## config.mk

```make
export PLATFORM = sky130hd
export DESIGN_NAME = anc2_coupler
export DESIGN_NICKNAME = d
export VERILOG_FILES = /design/src/rtl/anc2_pkg.sv /design/src/rtl/anc2_prt_fifo.sv /design/src/rtl/anc2_coupler.sv
export SDC_FILE = /design/constraint.sdc
export NUM_CORES = 1
export LEC_CHECK = 0
export CAP_MARGIN = 20
export CORE_MARGIN = 2
export CORE_UTILIZATION = 55
export CTS_CLUSTER_SIZE = 8
export DETAILED_ROUTE_END_ITERATION = 12
export PLACE_DENSITY = 0.74
export SLEW_MARGIN = 20
export SYNTH_ARGS = -nofsm -noshare
export SYNTH_HDL_FRONTEND = slang
export SYNTH_SLANG_ARGS = --single-unit
```

## constraint.sdc

```tcl
create_clock -name CLOCK -period 5.9 [get_ports CLOCK]
set_input_delay 1.77 -clock CLOCK [delete_from_list [all_inputs] [get_ports CLOCK]]
set_output_delay 1.77 -clock CLOCK [all_outputs]
set_load 0.01 [all_outputs]
```

## src/rtl/anc2_pkg.sv

```systemverilog
// Shared types and constants for the ANC-2 coupler/typewriter device model.
package anc2_pkg;

  typedef enum logic [1:0] {
    ST_IDLE,
    ST_PRINT,
    ST_KEY_HOLD,
    ST_KEY_GAP
  } anc2_state_t;

  localparam int LEV_W     = 5;
  localparam int PRT_W     = 6;
  localparam int CNT_W     = 16;
  localparam int FN_KEYS_N = 13;

  // Function-key positions on fn_keys
  localparam int CIR_S = 0;
  localparam int A     = 1;
  localparam int B     = 2;
  localparam int C     = 3;
  localparam int E     = 4;
  localparam int F     = 5;
  localparam int I     = 6;
  localparam int M     = 7;
  localparam int P     = 8;
  localparam int Q     = 9;
  localparam int R     = 10;
  localparam int T     = 11;
  localparam int FB    = 12;

  function automatic logic [FN_KEYS_N-1:0] fn_onehot(input logic [3:0] idx);
    logic [FN_KEYS_N-1:0] v;
    v = '0;
    for (int i = 0; i < FN_KEYS_N; i++) begin
      if (idx == 4'(i)) v[i] = 1'b1;
    end
    return v;
  endfunction

  function automatic logic fn_idx_valid(input logic [3:0] idx);
    return idx < 4'(FN_KEYS_N);
  endfunction

endpackage

```

## src/rtl/anc2_prt_fifo.sv

```systemverilog
// First-word fall-through print FIFO with registered head outputs and a
// sticky overflow flag.
module anc2_prt_fifo #(
  parameter int DEPTH = 4,
  parameter int W     = 6
) (
  input  logic         clk,
  input  logic         rst_n,
  input  logic         push,
  input  logic [W-1:0] push_data,
  input  logic         pop,
  output logic         valid,
  output logic [W-1:0] data,
  output logic         ovf
);

  localparam int AW = $clog2(DEPTH);

  if (DEPTH < 2 || (DEPTH & (DEPTH - 1)) != 0) begin : g_bad_depth
    $error("anc2_prt_fifo: DEPTH must be a power of 2 and at least 2");
  end

  logic [W-1:0] mem [DEPTH];
  logic [AW:0]  wptr_reg, rptr_reg, wptr_next, rptr_next;
  logic         valid_reg, ovf_reg;
  logic [W-1:0] data_reg;
  logic         full, empty, do_push, do_pop, head_is_new;

  assign empty   = (wptr_reg == rptr_reg);
  assign full    = (wptr_reg[AW] != rptr_reg[AW]) &&
                   (wptr_reg[AW-1:0] == rptr_reg[AW-1:0]);
  assign do_pop  = pop & ~empty;
  // A pop frees a slot in the same cycle, so a full FIFO still accepts a push
  assign do_push = push & (~full | do_pop);

  assign rptr_next = rptr_reg + (AW+1)'(do_pop);
  assign wptr_next = wptr_reg + (AW+1)'(do_push);
  // The entry being written becomes the head when it lands at the next read pointer
  assign head_is_new = do_push && (rptr_next == wptr_reg);

  always_ff @(posedge clk) begin
    if (do_push) mem[wptr_reg[AW-1:0]] <= push_data;
  end

  always_ff @(posedge clk or negedge rst_n) begin
    if (!rst_n) begin
      wptr_reg  <= '0;
      rptr_reg  <= '0;
      valid_reg <= 1'b0;
      data_reg  <= '0;
      ovf_reg   <= 1'b0;
    end else begin
      wptr_reg  <= wptr_next;
      rptr_reg  <= rptr_next;
      valid_reg <= (wptr_next != rptr_next);
      data_reg  <= head_is_new ? push_data : mem[rptr_next[AW-1:0]];
      ovf_reg   <= ovf_reg | (push & ~do_push);
    end
  end

  assign valid = valid_reg;
  assign data  = data_reg;
  assign ovf   = ovf_reg;

endmodule

```

## src/rtl/anc2_coupler.sv

```systemverilog
// ANC-2 coupler and typewriter: queues printed codes for the host and plays
// host keystrokes back to the CPU as timed level codes or key closures.
module anc2_coupler
  import anc2_pkg::*;
#(
  parameter int PRT_DEPTH = 4,
  parameter int PRINT_MS  = 60,
  parameter int KEY_MS    = 50,
  parameter int GAP_MS    = 20
) (
  input  logic             CLOCK,
  input  logic             rst_n,
  input  logic             tick_ms,
  input  logic             pl1_an,
  input  logic             pl1_type,
  input  logic             pl1_exc,
  input  logic [LEV_W-1:0] pl1_lev_in,
  output logic [LEV_W-1:0] pl1_lev_out,
  output logic [FN_KEYS_N-1:0] fn_keys,
  output logic             prt_valid,
  output logic [PRT_W-1:0] prt_data,
  input  logic             prt_ready,
  output logic             prt_ovf,
  input  logic             key_valid,
  input  logic [5:0]       key_data,
  output logic             key_ready,
  output logic             busy
);

  if (PRINT_MS < 1 || KEY_MS < 1 || GAP_MS < 1) begin : g_bad_ms
    $error("anc2_coupler: PRINT_MS, KEY_MS and GAP_MS must each be >= 1");
  end

  localparam int SY_AN   = 7;
  localparam int SY_TYPE = 6;
  localparam int SY_EXC  = 5;

  logic [7:0]       sync1_reg, sync2_reg;
  logic             exc_d_reg;
  logic             an_s, type_s, exc_s, exc_rise, exc_rise_next;
  logic [LEV_W-1:0] lev_in_s;

  anc2_state_t      state_reg, state_next;
  logic [CNT_W-1:0] cnt_reg, cnt_next;
  logic [LEV_W-1:0] echo_reg, echo_next;
  logic [5:0]       key_reg, key_next;
  logic [LEV_W-1:0] lev_out_reg, lev_out_next;
  logic [FN_KEYS_N-1:0] fn_reg, fn_next;
  logic             busy_reg, busy_next, ready_reg, ready_next;
  logic             push_reg;
  logic [PRT_W-1:0] push_data_reg;
  logic             key_fire, expire;

  assign an_s     = sync2_reg[SY_AN];
  assign type_s   = sync2_reg[SY_TYPE];
  assign exc_s    = sync2_reg[SY_EXC];
  assign lev_in_s = sync2_reg[LEV_W-1:0];
  assign exc_rise = exc_s & ~exc_d_reg;
  // Value exc_rise will take after the coming edge, for the registered key_ready
  assign exc_rise_next = sync1_reg[SY_EXC] & ~sync2_reg[SY_EXC];

  assign key_fire = key_valid & ready_reg;
  assign expire   = tick_ms && (cnt_reg == CNT_W'(1));

  always_ff @(posedge CLOCK or negedge rst_n) begin
    if (!rst_n) begin
      sync1_reg     <= '0;
      sync2_reg     <= '0;
      exc_d_reg     <= 1'b0;
      push_reg      <= 1'b0;
      push_data_reg <= '0;
    end else begin
      sync1_reg     <= {pl1_an, pl1_type, pl1_exc, pl1_lev_in};
      sync2_reg     <= sync1_reg;
      exc_d_reg     <= exc_s;
      push_reg      <= exc_rise;
      push_data_reg <= {an_s, lev_in_s};
    end
  end

  always_comb begin
    state_next = state_reg;
    cnt_next   = cnt_reg;
    echo_next  = echo_reg;
    key_next   = key_reg;
    if (state_reg != ST_IDLE && tick_ms && cnt_reg != '0) cnt_next = cnt_reg - CNT_W'(1);

    case (state_reg)
      ST_IDLE, ST_KEY_GAP: begin
        if (exc_rise) begin
          state_next = ST_PRINT;
          cnt_next   = CNT_W'(PRINT_MS);
          echo_next  = lev_in_s;
        end else if (state_reg == ST_KEY_GAP) begin
          if (expire) state_next = ST_IDLE;
        end else if (key_fire && (!key_data[5] || fn_idx_valid(key_data[3:0]))) begin
          // Out-of-range function indices are acknowledged but never played
          state_next = ST_KEY_HOLD;
          cnt_next   = CNT_W'(KEY_MS);
          key_next   = key_data;
        end
      end
      ST_PRINT: begin
        if (exc_rise) begin
          cnt_next  = CNT_W'(PRINT_MS);
          echo_next = lev_in_s;
        end else if (expire) begin
          state_next = ST_IDLE;
        end
      end
      ST_KEY_HOLD: begin
        if (expire) begin
          state_next = ST_KEY_GAP;
          cnt_next   = CNT_W'(GAP_MS);
        end
      end
      default: state_next = ST_IDLE;
    endcase

    // Outputs are decoded from the next state so the registers track the state
    lev_out_next = '0;
    fn_next      = '0;
    if (state_next == ST_PRINT) begin
      lev_out_next = echo_next;
    end else if (state_next == ST_KEY_HOLD) begin
      if (key_next[5]) fn_next = fn_onehot(key_next[3:0]);
      else             lev_out_next = key_next[LEV_W-1:0];
    end
    busy_next  = (state_next != ST_IDLE);
    ready_next = (state_next == ST_IDLE) & ~sync1_reg[SY_TYPE] & ~exc_rise_next;
  end

  always_ff @(posedge CLOCK or negedge rst_n) begin
    if (!rst_n) begin
      state_reg   <= ST_IDLE;
      cnt_reg     <= '0;
      echo_reg    <= '0;
      key_reg     <= '0;
      lev_out_reg <= '0;
      fn_reg      <= '0;
      busy_reg    <= 1'b0;
      ready_reg   <= 1'b0;
    end else begin
      state_reg   <= state_next;
      cnt_reg     <= cnt_next;
      echo_reg    <= echo_next;
      key_reg     <= key_next;
      lev_out_reg <= lev_out_next;
      fn_reg      <= fn_next;
      busy_reg    <= busy_next;
      ready_reg   <= ready_next;
    end
  end

  anc2_prt_fifo #(
    .DEPTH(PRT_DEPTH),
    .W    (PRT_W)
  ) u_prt_fifo (
    .clk      (CLOCK),
    .rst_n    (rst_n),
    .push     (push_reg),
    .push_data(push_data_reg),
    .pop      (prt_valid & prt_ready),
    .valid    (prt_valid),
    .data     (prt_data),
    .ovf      (prt_ovf)
  );

  assign pl1_lev_out = lev_out_reg;
  assign fn_keys     = fn_reg;
  assign busy        = busy_reg;
  assign key_ready   = ready_reg;

endmodule
```

# Yosys cells after proc, flatten, opt, wreduce, memory -nomap -nowiden
# Memory sizes are Yosys's and may differ from the RTL's.
# Cells that the tools add are included.
# op_classes
addsub	3
magnitude_cmp	1
mux	42
n_eq_ne	23
bitwise_logic	18
reduce_logical	16
# ops
op	n
two-way mux 16 bit	6
case mux 16 bit (3 select lines)	1
two-way mux 13 bit	3
two-way mux 6 bit	5
two-way mux 5 bit	5
equality test 4 bit, second input constant	5
equality test 16 x 1 -> 1 bit, second input constant	1
equality test 4 x 3 -> 1 bit, second input constant	4
nonzero test 16 bit	1
subtractor 16 x 1 -> 16 bit, second input constant	1
two-way mux 1 bit	15
two-way mux 2 bit	6
AND 1 bit	9
equality test 4 x 2 -> 1 bit, second input constant	2
NOT 1 bit	7
adder 3 x 1 -> 3 bit	2
equality test 2 bit, second input constant	3
equality test 3 bit	2
logical AND 1 bit	6
case mux 2 bit (3 select lines)	1
equality test 2 x 1 -> 1 bit, second input constant	2
equality test 4 x 1 -> 1 bit, second input constant	1
zero test 2 bit	2
zero test 4 bit	1
10 further kinds	12
# totals
register_bits	87
mem_bits_rw	24
n_memories	1
# memory_table
name	words	word_bits	read_ports	rd_ports_with_merged_regs	wr	line_no	text
u_prt_fifo.mem	4	6	1	0	1	anc2_prt_fifo.sv:23	logic [W-1:0] mem [DEPTH];

# Logic depth before layout (Yosys ltp)
# Gate-level depths: netlist of the first run.
# logic_depth
word_depth	12
ltp_mapped	9

# Cells and area by module
# Synthesis of the first run repeated with hierarchy kept, for this count alone.
# unflattened
cells_unflattened	391
area_unflattened_um2	5033.6
# by_module_without_submodules
mod	area_per_inst_um2	cells_each	seq_area_each_um2	instances
anc2_coupler	3310.7	272	1801.7	1
anc2_prt_fifo	1722.9	119	1071.0	1

# Least setup slack after synthesis of the first run
# OpenSTA, ideal clock, no wires.
# synth_path
path_type	input to register
startpoint	in prt_ready
endpoint	reg u_prt_fifo.data_reg[0] (netlist: u_prt_fifo.data[0])
arrival_ps	3473
path_stages	7
setup_time_ps	127
setup_slack_ps	2300
required_time_ps	5773
cell_sequence	nand2_1 > a31oi_1 > ha_1 > clkbuf_1 > xor2_1 > nor4_4 > mux2_1
# synth_via
elab_chain_cells	6
elab_cells_between_ends	9
cone_classes	1 x add/sub; 1 x eq/ne; 1 x mux; 4 x bitwise; 1 x reduce/logical; 1 x memory
# synth_rtl
element	line_no	text
from (decl)	anc2_coupler.sv:22	input logic prt_ready,
AND 1 bit (*)	anc2_coupler.sv:163	.pop (prt_valid & prt_ready),
AND 1 bit (*)	anc2_prt_fifo.sv:32	assign do_pop = pop & ~empty;
adder 3 x 1 -> 3 bit (*)	anc2_prt_fifo.sv:36	assign rptr_next = rptr_reg + (AW+1)'(do_pop);
named net u_prt_fifo.rptr_next[0]	anc2_prt_fifo.sv:24	logic [AW:0] wptr_reg, rptr_reg, wptr_next, rptr_next;
branches (longest 2 deep; another with memory (4 x 6 bit))	n/a	
two-way mux 6 bit (*)	anc2_prt_fifo.sv:56	data_reg <= head_is_new ? push_data : mem[rptr_next[AW-1:0]];
to (signal assigned)	anc2_prt_fifo.sv:56	
to (decl)	anc2_prt_fifo.sv:26	logic [W-1:0] data_reg;
# Mark *: on every way through the listed nets, which the timed path passes.

# Final worst setup path of the first run
# layout_path
startpoint	in tick_ms
endpoint	reg ready_reg (netlist: key_ready)
# layout_via
elab_chain_cells	8
elab_cells_between_ends	10
cone_classes	6 x mux; 2 x bitwise; 2 x reduce/logical
# layout_rtl
element	line_no	text
from (decl)	anc2_coupler.sv:13	input logic tick_ms,
logical AND 1 bit (*)	anc2_coupler.sv:63	assign expire = tick_ms && (cnt_reg == CNT_W'(1));
two-way mux 2 bit	anc2_coupler.sv:95, anc2_coupler.sv:107	
two-way mux 2 bit	anc2_coupler.sv:94	end else if (state_reg == ST_KEY_GAP) begin
two-way mux 2 bit	anc2_coupler.sv:90	if (exc_rise) begin
case mux 2 bit (3 select lines) (*)	anc2_coupler.sv:88	case (state_reg)
named net state_next[1]	anc2_coupler.sv:43	anc2_state_t state_reg, state_next;
zero test 2 bit (*)	anc2_coupler.sv:130	ready_next = (state_next == ST_IDLE) & ~sync1_reg[SY_TYPE] & ~exc_rise_next;
AND 1 bit (*) (2 in a row)	anc2_coupler.sv:130	
named net ready_next	anc2_coupler.sv:49	logic busy_reg, busy_next, ready_reg, ready_next;
to (signal assigned)	anc2_coupler.sv:151	ready_reg <= ready_next;
to (decl)	anc2_coupler.sv:49	
# The timed path passes the listed nets; every way through them passes the cells marked *.

==> results.sh, run 1 <==
export IMPL_cts_made_buffers=9
export IMPL_largest_reg_flops=24
export IMPL_yosysWarningCount=0
export IMPL_synth_area_per_cell_sq_um=13.4
export IMPL_yosysUniqueCellTypes=62
export IMPL_synth_cells=357
export IMPL_ir_worst_vdd_v=0.000209
export IMPL_hold_class="register to register"
export IMPL_grt_use_total=0.193
export IMPL_num_rows=34
export IMPL_postCtsSetupBuffers=0
export IMPL_numPortBuffers=46
export IMPL_critPathMaxStageDelay_ns=0.52
export IMPL_path_delay_family="simple AND/OR/NAND/NOR gates"
export IMPL_root_buffer="clkbuf_8"
export IMPL_io_pins=47
export IMPL_worstPathArrival_ns=4.12
export IMPL_vias=2942
export IMPL_grt_max_degree=87
export IMPL_crit_buf_inv=2
export IMPL_start_util=0.557
export IMPL_synth_top_area_cell="dfrtp_1"
export IMPL_drive_gt1_frac=0.141
export IMPL_synth_area_sq_mm=0.00479
export IMPL_finalSetupViolations=0
export IMPL_grt_pass1_vias=3007
export IMPL_first_pass_iters=4
export IMPL_ys_seq_elements=110
export IMPL_die_h_microns=97.3
export IMPL_clk_pin_slew_worst_paths_ns=0.11
export IMPL_rsz0062_at_grt="false"
export IMPL_area_growth_pct=15.9
export IMPL_synth_top_area_frac=0.449
export IMPL_gp_congestion=0.839
export IMPL_maxSlewHeadroom=0.323
export IMPL_routedWlPerCell_microns=16.3
export IMPL_remaining_drc_errors=0
export IMPL_grtUsageMet2=0.306
export IMPL_final_cell_mix="dfrtp_1 (86), clkdlybuf4s50_1 (45), nor2_1 (29), edfxtp_1 (24), inv_1 (14)"
export IMPL_num_antenna_cells=0
export IMPL_avgViaCountPerCell=5.68
export IMPL_nFillCells=638
export IMPL_cp_start_kind="primary input"
export IMPL_p_leak_nw=2.21
export IMPL_fin_setup_tns_ns=0
export IMPL_required_ns=6.16
export IMPL_grt_use_met3=0.0410
export IMPL_clk_latency_ns=0.37
export IMPL_whs_ns=0.361
export IMPL_synthArstFlopShare=0.782
export IMPL_grt_met1_usage=0.271
export IMPL_antenna_found_initial=0
export IMPL_syn_nets=386
export IMPL_drt_iter0_drc=142
export IMPL_overflow=0
export IMPL_slew_violations=0
export IMPL_finalHoldViolations=0
export IMPL_cap_violations=0
export IMPL_synth_edf_count=24
export IMPL_max_clock_path_buffers=2
export IMPL_final_cells=518
export IMPL_ant_nets=0
export IMPL_clock_sinks=110
export IMPL_mostFrequentLayoutCell="dfrtp_1"
export IMPL_final_setup_skew_ns=0.0111
export IMPL_outcome="completed"
export IMPL_tightest_slew_ns=1.01
export IMPL_critPathSlowestCell="clkdlybuf4s50_1"
export IMPL_synth_seq_area_share=0.600
export IMPL_min_period_ns=3.86
export IMPL_die_w_microns=97.3
export IMPL_crit_chain="clkdlybuf4s50_1 -> nor4bb_1 -> nand4_1 -> o211a_2 -> nor2_4 -> inv_2 -> a2111oi_2"
export IMPL_synthFlopType="dfrtp_1"
export IMPL_postLayoutCoreUtil=0.646
export IMPL_finalWirelength_microns=8420
export IMPL_htree_levels=3
export IMPL_crit_type="primary input to register"
export IMPL_p_per_area_mw_per_mm2=476
export IMPL_nNetsFinal=434
export IMPL_busiest_layer="met2"
export IMPL_cts_hold_buffers=0
export IMPL_fmaxAchievable_mhz=259
export IMPL_fp_coreArea_sq_mm=0.00859
export IMPL_cts_resized=0
export IMPL_synth_area_top_cells="dfrtp_1 (45%), edfxtp_1 (15%), nor4b_2 (2.8%), mux4_2 (2.8%), ha_1 (2.6%)"
export IMPL_placed_cells=502
export IMPL_finalCritPeriodShare=0.654
export IMPL_hpwlAfterDp_microns=5780
export IMPL_cts_tree="done"
export IMPL_worstSetupEndpointType="register"
export IMPL_path_max_fanout=14
export IMPL_die_area_sq_mm=0.00947
export IMPL_grt_pass1_wl_microns=14600
[kinds of logic after synthesis]
family	count (synthesis)	synth area share
multiplexers	30	0.0818
AO/OA/AOI/OAI	45	0.0695
flip-flops	110	0.600
buffers and inverters	28	0.0235
AND/OR/NAND/NOR	109	0.154
XOR/XNOR	25	0.0457
adder cells (fa/ha/maj)	10	0.0261
[per-layer routing]
layer  routed length (microns)  part of all wire
met1                      3800              0.45
met2                      4190              0.50
met3                       320             0.038
met4                       111             0.013
met5                         0                 0
[stage by stage]
stage / total power, mW / area (sq um) / setup slack [ns]
6_report: 2.64 / 5550 / 2.04
5_1_grt: 2.84 / 5550 / 1.87
4_1_cts: 2.67 / 5540 / 2.06
3_5_place_dp: 2.22 / 5350 / 1.66
3_3_place_gp: 2.19 / 5350 / 1.70
2_1_floorplan: 1.91 / 4790 / 2.30
[final timing paths]
kind | from | end | slack [ns] | cells past startpoint
setup / recovery | tick_ms | key_ready | 2.04 | 7
hold / removal | sync1_reg[3] | sync2_reg[3] | 0.36 | 0
setup reg to reg | u_prt_fifo.wptr_reg[0] | u_prt_fifo.data[1] | 3.27 | 7
hold reg to reg | sync1_reg[3] | sync2_reg[3] | 0.36 | 0
max in group asynchronous | rst_n | cnt_reg[1] | 3.93 | 1
min in group asynchronous | rst_n | fn_keys[6] | 1.44 | 1
[cell type report]
| class | instances | area (sq um) | share of cell area |
|---|---|---|---|
| Clock inverter | 7 | 70.1 | 0.0126 |
| Tap cell | 108 | 135 | 0.0243 |
| Multi-Input combinational cell | 219 | 1810 | 0.326 |
| Inverter | 17 | 65.1 | 0.0117 |
| Timing Repair Buffer | 48 | 477 | 0.0858 |
| Clock buffer | 9 | 124 | 0.0223 |
| Sequential cell | 110 | 2870 | 0.517 |
[cell usage after synthesis (all sizes together) (4+ instances only)]
cell type  number
edfxtp         24
xor2           13
nor2           30
mux2           13
ha             10
xnor2          12
nor4b          10
buf             4
nor4            7
o211ai          6
mux4            6
dfrtp          86
o21ai           5
nand2          15
a21oi           5
nor3            7
nand3           7
o22ai           5
mux2i          11
nand2b         11
clkbuf          7
inv            16
nand4           4
[power breakdown]
part / internal (mW) / total [mW] / switching (mW)
clock: 0.167 / 0.435 / 0.268
sequential: 0.941 / 1.06 / 0.121
combinational: 0.516 / 1.15 / 0.630
Power figures use the tool's default switching activity.
==> inputs of run 2 (changes only) <==
- CORE_UTILIZATION: 55 -> 51
- PLACE_DENSITY: 0.74 -> 0.72
- clock period: 5.9 -> 3.4 ns (I/O delays scaled with it)
==> results.sh, run 2 (synthesis results as in run 1) <==
export IMPL_fmaxAchievable_mhz=346
export IMPL_path_delay_family="compound AO/OA/AOI/OAI gates"
export IMPL_grt_use_total=0.186
export IMPL_worstPathArrival_ns=3.16
export IMPL_die_w_microns=101
export IMPL_nFillCells=692
export IMPL_grt_pass1_vias=2985
export IMPL_rsz0062_at_grt="false"
export IMPL_overflow=0
export IMPL_final_cell_mix="dfrtp_1 (86), clkdlybuf4s50_1 (45), nor2_1 (29), edfxtp_1 (24), buf_4 (16)"
export IMPL_crit_type="primary input to register"
export IMPL_die_h_microns=101
export IMPL_worstSetupEndpointType="register"
export IMPL_hpwlAfterDp_microns=6070
export IMPL_grtUsageMet2=0.291
export IMPL_finalCritPeriodShare=0.849
export IMPL_start_util=0.521
export IMPL_numPortBuffers=46
export IMPL_cts_made_buffers=9
export IMPL_hold_class="register to register"
export IMPL_remaining_drc_errors=0
export IMPL_maxSlewHeadroom=0.586
export IMPL_die_area_sq_mm=0.0102
export IMPL_required_ns=3.67
export IMPL_gp_congestion=0.826
export IMPL_ant_nets=0
export IMPL_num_rows=35
export IMPL_final_cells=536
export IMPL_clk_pin_slew_worst_paths_ns=0.11
export IMPL_busiest_layer="met2"
export IMPL_pre_cts_ws_ns=0.182
export IMPL_dpl_instance_area_sq_mm=0.00549
export IMPL_fp_coreArea_sq_mm=0.00920
export IMPL_p_leak_nw=2.28
export IMPL_num_antenna_cells=0
export IMPL_clk_latency_ns=0.37
export IMPL_vias=2953
export IMPL_root_buffer="clkbuf_8"
export IMPL_min_period_ns=2.89
export IMPL_io_pins=47
export IMPL_finalSetupViolations=0
export IMPL_postCtsSetupBuffers=0
export IMPL_outcome="completed"
export IMPL_max_clock_path_buffers=2
export IMPL_nNetsFinal=449
export IMPL_postLayoutCoreUtil=0.619
export IMPL_critPathMaxStageDelay_ns=0.52
export IMPL_path_max_fanout=7
export IMPL_drt_iter0_drc=100
export IMPL_mostFrequentLayoutCell="dfrtp_1"
export IMPL_first_pass_iters=4
export IMPL_cts_resized=0
export IMPL_critPathSlowestCell="clkdlybuf4s50_1"
export IMPL_slew_violations=0
export IMPL_final_area_sq_mm=0.00569
export IMPL_tightest_slew_ns=0.612
export IMPL_finalHoldViolations=0
export IMPL_area_growth_pct=18.9
export IMPL_setup_ws_ns=0.512
export IMPL_ir_worst_vdd_v=0.000525
export IMPL_final_setup_skew_ns=0.0136
export IMPL_cp_start_kind="primary input"
export IMPL_avgViaCountPerCell=5.51
export IMPL_cap_violations=0
export IMPL_placed_cells=520
export IMPL_cts_hold_buffers=0
export IMPL_cts_tree="done"
export IMPL_htree_levels=3
export IMPL_largest_reg_flops=24
export IMPL_fin_setup_tns_ns=0
export IMPL_grt_use_met3=0.0326
export IMPL_grt_max_degree=32
export IMPL_whs_ns=0.362
export IMPL_routedWlPerCell_microns=16.1
export IMPL_grt_met1_usage=0.269
export IMPL_p_per_area_mw_per_mm2=834
export IMPL_p_total_mw=4.75
export IMPL_finalWirelength_microns=8620
export IMPL_grt_pass1_wl_microns=14800
export IMPL_antenna_found_initial=0
export IMPL_crit_chain="clkdlybuf4s50_1 -> nor4bb_1 -> nand4_1 -> buf_4 -> o211a_2 -> a211o_1 -> o22ai_1"
export IMPL_drive_gt1_frac=0.169
export IMPL_crit_buf_inv=2
export IMPL_clock_sinks=110
[run 2: changes by cell type in the layout (fill, tap and decap cells not counted), sizes merged]
cell | previous run | this run
clkinv | 3 | 5
buf | 3 | 18
clkinvlp | 0 | 1
inv | 21 | 18
[run 2: layout make-up]
type | instances | area [sq um] | area share
Clock inverter | 7 | 78.8 | 0.0138
Inverter | 17 | 65.1 | 0.0114
Clock buffer | 9 | 124 | 0.0218
Timing Repair Buffer | 63 | 611 | 0.107
Tap cell | 111 | 139 | 0.0244
Sequential cell | 110 | 2870 | 0.505
Multi-Input combinational cell | 219 | 1800 | 0.317
[run 2: routing by layer]
layer / vias to the layer above / routed length [microns]
met5: - / 0
met4: 0 / 102
met3: 9 / 290
met2: 52 / 4150
met1: 1474 / 4080
li1: 1418 / -
[run 2: report_power, final]
part	switching, mW	leakage [nW]	total [mW]	internal [mW]
registers	0.213	1.29	1.84	1.63
clock network	0.485	0.0985	0.774	0.289
logic	1.13	0.891	2.13	1.00
[run 2: path summary, 6_finish.rpt]
kind | slack [ns] | depth (start not counted) | to | start
min in group asynchronous | 0.57 | 1 | cnt_reg[10] | rst_n
worst max-delay path | 0.51 | 7 | pl1_lev_out[1] | tick_ms
worst min register to register | 0.36 | 0 | sync2_reg[3] | sync1_reg[3]
max in group asynchronous | 2.22 | 2 | fn_keys[3] | rst_n
worst max register to register | 0.99 | 9 | u_prt_fifo.valid | u_prt_fifo.wptr_reg[0]
worst min-delay path | 0.36 | 0 | sync2_reg[3] | sync1_reg[3]
